`config.mk`:
```
export PLATFORM = sky130hd
export DESIGN_NAME = ex_issue_stage
export DESIGN_NICKNAME = d
export VERILOG_FILES = /design/src/rtl/ex_issue_stage.sv
export SDC_FILE = /design/constraint.sdc
export NUM_CORES = 1
export LEC_CHECK = 0
export CAP_MARGIN = 20
export CORE_AREA = 2 2 167 169
export CTS_CLUSTER_DIAMETER = 80
export DETAILED_ROUTE_END_ITERATION = 6
export DIE_AREA = 0 0 169 171
export GPL_TIMING_DRIVEN = 0
export PLACE_DENSITY = 0.84
export SYNTH_ARGS = -nofsm -noshare
export SYNTH_HDL_FRONTEND = slang
export SYNTH_SLANG_ARGS = --single-unit
```
`constraint.sdc`:
```
create_clock -name clk -period 2.12 [get_ports clk]
set_clock_uncertainty 0.1 [all_clocks]
set_input_delay 0.212 -clock clk [delete_from_list [all_inputs] [get_ports clk]]
set_output_delay 0.212 -clock clk [all_outputs]
set_load 0.02 [all_outputs]
```
`src/rtl/ex_issue_stage.sv`:
```
// Execute-issue pipeline register: resolves operand forwarding (EX > MEM > WB
// > register file), detects load-use hazards, and holds one instruction for
// the ALU under a valid/ready handshake on both sides.
module ex_issue_stage (
  input  logic        clk,
  input  logic        reset,
  input  logic        id_valid,
  output logic        id_ready,
  input  logic [31:0] id_pc,
  input  logic [31:0] id_rs_val,
  input  logic [31:0] id_rt_val,
  input  logic [31:0] id_imm,
  input  logic [4:0]  id_rs,
  input  logic [4:0]  id_rt,
  input  logic [4:0]  id_rd,
  input  logic [4:0]  id_sa,
  input  logic        id_use_rs,
  input  logic        id_use_rt,
  input  logic        id_src_a_sa,
  input  logic        id_src_b_imm,
  input  logic        id_reg_we,
  input  logic        id_mem_rd,
  input  logic [5:0]  id_alu_op,
  input  logic        flush,
  input  logic [31:0] alu_result,
  input  logic        mem_fwd_we,
  input  logic [4:0]  mem_fwd_rd,
  input  logic [31:0] mem_fwd_data,
  input  logic        wb_fwd_we,
  input  logic [4:0]  wb_fwd_rd,
  input  logic [31:0] wb_fwd_data,
  output logic        ex_valid,
  input  logic        ex_ready,
  output logic [31:0] alu_a,
  output logic [31:0] alu_b,
  output logic [31:0] ex_store_data,
  output logic [31:0] ex_pc,
  output logic [5:0]  alu_op,
  output logic [4:0]  ex_rd,
  output logic        ex_reg_we,
  output logic        ex_mem_rd,
  output logic [15:0] stall_cnt
);

  logic        ex_fwd_en;
  logic        load_use;
  logic        transfer;
  logic [31:0] fwd_rs;
  logic [31:0] fwd_rt;

  // A held load cannot forward: its data only exists once it reaches MEM.
  assign ex_fwd_en = ex_valid && ex_reg_we && !ex_mem_rd && (ex_rd != '0);

  assign load_use = id_valid && ex_valid && ex_mem_rd && ex_reg_we && (ex_rd != '0) &&
                    ((id_use_rs && (id_rs == ex_rd)) || (id_use_rt && (id_rt == ex_rd)));

  assign id_ready = (!ex_valid || ex_ready) && !load_use && !flush;
  assign transfer = id_valid && id_ready;

  // Forwarded rs value; register 0 always reads the register file.
  always_comb begin
    fwd_rs = id_rs_val;
    if (id_rs != '0) begin
      if (ex_fwd_en && (ex_rd == id_rs))                fwd_rs = alu_result;
      else if (mem_fwd_we && (mem_fwd_rd == id_rs))     fwd_rs = mem_fwd_data;
      else if (wb_fwd_we && (wb_fwd_rd == id_rs))       fwd_rs = wb_fwd_data;
    end
  end

  // Forwarded rt value; same priority as rs.
  always_comb begin
    fwd_rt = id_rt_val;
    if (id_rt != '0) begin
      if (ex_fwd_en && (ex_rd == id_rt))                fwd_rt = alu_result;
      else if (mem_fwd_we && (mem_fwd_rd == id_rt))     fwd_rt = mem_fwd_data;
      else if (wb_fwd_we && (wb_fwd_rd == id_rt))       fwd_rt = wb_fwd_data;
    end
  end

  // Pipeline register: reset > flush > capture > drain > hold.
  // Flush and drain clear only valid/control bits; data keeps its last value.
  always_ff @(posedge clk) begin
    if (reset) begin
      ex_valid      <= 1'b0;
      alu_a         <= '0;
      alu_b         <= '0;
      ex_store_data <= '0;
      ex_pc         <= '0;
      alu_op        <= '0;
      ex_rd         <= '0;
      ex_reg_we     <= 1'b0;
      ex_mem_rd     <= 1'b0;
    end else if (flush) begin
      ex_valid  <= 1'b0;
      ex_reg_we <= 1'b0;
      ex_mem_rd <= 1'b0;
    end else if (transfer) begin
      ex_valid      <= 1'b1;
      alu_a         <= id_src_a_sa ? {27'b0, id_sa} : fwd_rs;
      alu_b         <= id_src_b_imm ? id_imm : fwd_rt;
      ex_store_data <= fwd_rt;
      ex_pc         <= id_pc;
      alu_op        <= id_alu_op;
      ex_rd         <= id_rd;
      ex_reg_we     <= id_reg_we;
      ex_mem_rd     <= id_mem_rd;
    end else if (ex_ready) begin
      ex_valid  <= 1'b0;
      ex_reg_we <= 1'b0;
      ex_mem_rd <= 1'b0;
    end
  end

  // Saturating count of load-use stall cycles.
  always_ff @(posedge clk) begin
    if (reset) begin
      stall_cnt <= '0;
    end else if (load_use && (stall_cnt != '1)) begin
      stall_cnt <= stall_cnt + 16'd1;
    end
  end

endmodule

```
==> results of run 1 <==
## synthesized netlist by cell type (5+ instances only)
| library cell | count |
|---|---|
| a211o_1 | 17 |
| a21o_1 | 15 |
| a21oi_1 | 160 |
| a221oi_1 | 28 |
| a22o_1 | 31 |
| a311o_1 | 19 |
| a311oi_1 | 39 |
| a311oi_2 | 10 |
| buf_1 | 7 |
| buf_2 | 18 |
| buf_6 | 5 |
| clkbuf_1 | 106 |
| dfxtp_1 | 158 |
| inv_1 | 42 |
| nand2_1 | 75 |
| nand3_1 | 91 |
| nand4_1 | 8 |
| nor2_1 | 110 |
| nor3_1 | 41 |
| o211ai_1 | 16 |
| o21a_1 | 13 |
| o21ai_0 | 91 |
| o31a_1 | 28 |
| o31ai_1 | 6 |
| o32ai_1 | 12 |
| o32ai_2 | 20 |
| or3_1 | 19 |
| or4_1 | 7 |
| xnor2_1 | 25 |
| xor2_1 | 6 |
## timing repair
action | in CTS | in global routing
setup endpoints to repair | 159 | 159
pin swaps | 26 | 31
hold buffers | 0 | 0
gates cloned | 3 | 5
endpoints found under the hold margin | 0 | 0
buffers inserted | 20 | 16
gates resized for setup | 109 | 163
## kinds of logic after synthesis
group	share of synthesized area, %
AOI/OAI and AO/OA	38.3
and+or+nand+nor	19.0
buffers and inverters	7.43
DFF	32.3
xor gates and xnor gates	2.77
muxes	0.115
adders and majority gates	0.128
## worst max-delay path, stage by stage, from the launching register on
cell and delay, ns:
dfxtp_4 0.36, or4_4 0.56, nor2_4 0.12, and4b_4 0.23
buf_6 0.14, buf_8 0.13, a311o_1 0.32, a211o_1 0.33
a311oi_2 0.25
## final timing paths
path,startpoint,end,depth (start not counted),slack (ns)
setup reg to reg,ex_rd[3],alu_b[10],8,-0.52
hold reg to reg,alu_b[31],alu_b[31],1,0.37
setup / recovery,ex_rd[3],alu_b[10],8,-0.52
hold / removal,id_src_b_imm,alu_b[31],3,0.19
## per-layer routing
| layer | up-vias | part of all wire [%] | GRT usage (%) |
|---|---|---|---|
| met5 | - | 0.061 | 0 |
| met4 | 6 | 7.7 | 22.8 |
| met3 | 270 | 10 | 8.49 |
| met2 | 1013 | 47 | 60.3 |
| met1 | 6247 | 35 | 39.7 |
| li1 | 5789 | - | - |
## area by class of cell
| type | instances | area, um^2 |
|---|---|---|
| Multi-Input combinational cell | 939 | 6500 |
| Fill cell | 2377 | 10900 |
| Sequential cell | 158 | 3180 |
| Timing Repair Buffer | 469 | 4710 |
| Buffer | 133 | 847 |
| Antenna cell | 6 | 15.0 |
| Clock inverter | 14 | 145 |
| Inverter | 42 | 158 |
| Tap cell | 346 | 433 |
| Clock buffer | 18 | 429 |
## stage by stage
step                hold WS (ns)  area, um^2
floorplan                  0.249       10000
global placement           0.345       14700
detailed placement         0.348       14700
CTS                        0.196       15800
global route               0.202       16400
finish                     0.191       16400
## power by group through the flow
stage	Combinational, mW	Sequential [mW]	Clock (mW)
CTS	2.25	3.19	3.16
global route	2.46	3.21	3.29
detailed placement	2.19	3.26	0
global placement	2.17	3.26	0
floorplan	0.804	3.42	0
finish	2.36	3.20	3.17
## registers in the layout, summed over array words and instances, names as in the netlist
name and cells:
ex_mem_rd 1, ex_reg_we 1, ex_valid 1, alu_b 32
stall_cnt 16, ex_pc 32, alu_op 6, alu_a 32
ex_rd 5, ex_store_data 32
==> key figures, run 1 <==
Run status
  • Status: complete, but fails checks
  • Violated checks: negative setup slack

Setup path
  • Crit. End Element: register
  • CP startpoint kind: register
  • CP Class: register to register
  • Required time of the critical path: 2.36 ns
  • Critical Path AT: 2.88 ns
  • Critical path fanouts, max: 10

Synth
  • Post-Syn Area: 0.00981 mm^2
  • Number of enable flip-flop cells after synthesis: 0
  • FFs w/ async S/R, synth: 0%
  • Main synth FF type: dfxtp_1
  • Largest area contributor in the netlist: dfxtp_1
  • Synthesized area per cell: 7.70 um^2
  • Syn_nets: 1548
  • Yosys reg bits: 158
  • Seq/Total Area, Yosys: 32.3%
  • Mapped Cells: 1274
  • Synth Warn #: 0
  • Area contributors post-synth: dfxtp_1 32%, a21oi_1 8.2%, nand3_1 4.6%, o21ai_0 4.6%, nor2_1 4.2%
  • Netlist cell types: 55
  • Share of the synthesized area in the top cell type: 32.3%

Timing
  • Hold Violations, Final: 0
  • Final worst-path cycle share: 124%
  • Relative slew slack: 51.1%
  • Worst-margin pin slew: 0.734 ns
  • Setup WS post-layout: -0.519 ns
  • Setup tns final: -37.46 ns
  • # setup viols final: 121
  • Max-slew violation count: 0
  • Clock period minus final worst setup slack: 2.64 ns
  • Max Fclk: 379 MHz
  • RSZ-0062 raised after global routing: true

Finish
  • Most frequent cells in the layout: 415 x clkdlybuf4s50_1, 152 x dfxtp_1, 135 x a21oi_1
  • Commonest non-fill, non-tap cell in the layout: clkdlybuf4s50_1
  • Post-layout util: 60.1%
  • Layout cell share with drive strength beyond 1: 16.1%
  • Area growth, synth to finish: 67.4%
  • Nets: 2034
  • Non-Filler Instances: 2125

Power
  • Internal power: 5.92 mW
  • Clock share of power: 36.3%
  • Static leakage: 5.74 nW
  • Worst VDD drop: 0.428 mV
  • Net Sw Power: 2.81 mW
  • Combinational Power Share: 27.0%
  • Sw Share: 32.2%
  • Power density over cell area: 532 mW/mm^2
  • Flop pwr share: 36.7%
  • Total power: 8.73 mW

Clocking
  • Clock latency on the worst-skew pair: 0.43 ns
  • Clock-pin slew on the worst setup and hold paths: 0.07 ns
  • CTS Buffer Depth: 2
  • CTS buffer count: 17
  • CTS tree: yes
  • H-tree Lvls: 4
  • Root Buffer: clkbuf_16
  • Clk sinks: 158

Route
  • Via count: 13325
  • Routed len/inst: 25.3 um
  • Vias per inst: 6.27
  • DRT iter0 DRCs: 1788
  • Post-Route WL: 53800 um
  • Drt pass-1 iters: 6
  • Post-route ant nets: 0
  • DRC viols: 0

Global routing
  • Vias in the first global route: 12673
  • Gr usage total: 35.4%
  • First-pass GRT wire length: 76400 um
  • Grt ovf: 0
  • Largest net degree at the start of global routing: 17
  • Initial antenna violation count: 9

Placement
  • Number of port buffers: 427
  • Placed Instances: 2047
  • Worst slack, placed: -1.32 ns
  • Placer Congestion: 1.03
  • Post-DP HPWL: 41900 um

Die
  • Row count: 61
  • Die W: 169 um
  • Die height: 171 um
  • Core footprint: 0.0273 mm^2
  • Die ar.: 0.0289 mm^2
  • Initial core utilization: 35.9%
  • Num ports: 432

Job
  • Max-cap violations: 0

Worst hold path
  • Worst hold path class: primary input to register
Note: power is estimated with default switching activity, not from simulation.
==> run 2, diff against run 1 <==
- CTS_CLUSTER_SIZE: unset -> 12
==> results of run 2 <==
Same layout as run 1: the final DEF is identical, and so are final timing and power.
==> run 3, diff against run 2 <==
- PLACE_DENSITY: 0.84 -> 0.81
==> run 3 against run 2 <==
  * The flow finishes with violations (design-rule violations, negative setup slack)
  * Critical path type unchanged
  * Combinational power hardly changed
  * Maximum frequency shrank 0.70%
  * Cell count rose by 0.19%
  * Global-route usage shrank 0.25 points
  * Sequential share of layout area shrank 0.19 points
==> key figures, run 3 (synthesis results as in run 1) <==
Setup path
  • Critical path fanouts, max: 6
  • Crit. End Element: register
  • Crit-path cells: or4_4 -> nor2_4 -> and4b_4 -> buf_8 -> buf_6 -> a311o_1 -> a211o_1 -> a311oi_2
  • Crit-path slowest cell: or4_4
  • Required time of the critical path: 2.36 ns
  • CP Class: register to register
  • Crit path largest cell delay: 0.57 ns
  • CP startpoint kind: register
  • Kind of cell adding the most delay to the critical path: simple AND/OR/NAND/NOR gates
  • Critical Path AT: 2.89 ns
  • Crit path buf inv count: 2

Finish
  • Post-layout util: 60.6%
  • Non-Filler Instances: 2129
  • Nets: 2039
  • Area growth, synth to finish: 68.9%
  • Layout cell share with drive strength beyond 1: 16.2%
  • Commonest non-fill, non-tap cell in the layout: clkdlybuf4s50_1
  • # fillers: 2407
  • Most frequent cells in the layout: 414 x clkdlybuf4s50_1, 151 x dfxtp_1, 134 x a21oi_1
  • Finished layout cell area: 0.0166 mm^2

Global routing
  • First-pass GRT wire length: 76100 um
  • Largest net degree at the start of global routing: 17
  • Vias in the first global route: 12715
  • Gr usage total: 35.1%
  • Initial antenna violation count: 7
  • Grt ovf: 0

Route
  • Post-Route WL: 53100 um
  • Post-route ant nets: 0
  • Via count: 13266
  • Routed len/inst: 25.0 um
  • DRT iter0 DRCs: 1401
  • Drt pass-1 iters: 7
  • Vias per inst: 6.23
  • DRC viols: 16

Timing
  • Worst-margin pin slew: 0.761 ns
  • Final worst-path cycle share: 125%
  • # setup viols final: 159
  • Setup WS post-layout: -0.538 ns
  • Max-slew violation count: 0
  • Clock period minus final worst setup slack: 2.66 ns
  • Hold slack: 0.202 ns
  • Hold Violations, Final: 0
  • Relative slew slack: 49.2%
  • RSZ-0062 raised after global routing: true
  • Max Fclk: 376 MHz

Run status
  • Violated checks: design-rule violations, negative setup slack
  • Status: complete, but fails checks

Placement
  • Placer Congestion: 0.995
  • Number of port buffers: 427
  • DP Area: 0.0147 mm^2
  • Placed Instances: 2047
  • Post-DP HPWL: 41500 um
  • Worst slack, placed: -1.30 ns

Die
  • Initial core utilization: 35.9%
  • Die height: 171 um
  • Core footprint: 0.0273 mm^2
  • Num ports: 432
  • Row count: 61
  • Die ar.: 0.0289 mm^2
  • Die W: 169 um

Clocking
  • Cts hold-fix bufs: 0
  • Clock latency on the worst-skew pair: 0.42 ns
  • Clk sinks: 158
  • Clock-pin slew on the worst setup and hold paths: 0.07 ns
  • Root Buffer: clkbuf_16
  • CTS Buffer Depth: 2
  • CTS buffer count: 17
  • CTS tree: yes
  • H-tree Lvls: 4

Worst hold path
  • Worst hold path class: primary input to register

Power
  • Worst VDD drop: 0.532 mV
  • Power density over cell area: 530 mW/mm^2
  • Static leakage: 5.82 nW

Job
  • Max-cap violations: 0
## run 3: repair_timing
action	4_1_cts	5_1_grt
endpoints found under the setup margin	159	159
pin swaps	52	51
cloned	8	1
buffers inserted	23	16
gates resized for setup	131	143
## run 3: worst min-delay path: stages
cell and delay (ns):
clkbuf_1 0.18, nand2b_1 0.13, a32o_1 0.17
## run 3: final cells by class
cell class	instances	area [um^2]	area share (%)
antenna	6	15.0	0.0906
buffer	133	885	5.34
clock buffer	17	425	2.57
clock inverter	14	158	0.952
inverter	42	158	0.952
multi-input combinational	938	6540	39.5
sequential	158	3180	19.2
tap	346	433	2.61
timing repair buffer	475	4780	28.8
## run 3: power breakdown
group	switching [mW]	internal [mW]
Sequential	0.0927	3.11
Clock	1.53	1.66
Combinational	1.21	1.18
## run 3: through the flow
step	power, mW	TNS [ns]
after detailed placement	5.44	-160.70
after global placement	5.42	-158.21
final	8.78	-46.02
after global routing	9.05	-58.63
after CTS	8.67	-51.65
after floorplan	4.22	-13.59
## run 3: layer usage
metal  vias to the layer above  GRT usage, %  share of wire, %
met5                         -             0             0.047
met2                       977          59.7                46
met4                         4          20.7               7.2
li1                       5825             -                 -
met3                       244          9.85                11
met1                      6216          39.4                36
## run 3: worst paths after layout
kind                startpoint        end  slack (ns)  cells after the start
setup / recovery      ex_rd[3]  alu_b[11]       -0.54                      8
hold reg to reg       alu_a[8]   alu_a[8]        0.36                      2
hold / removal    id_src_b_imm  alu_b[31]        0.20                      3
setup reg to reg      ex_rd[3]  alu_b[11]       -0.54                      8
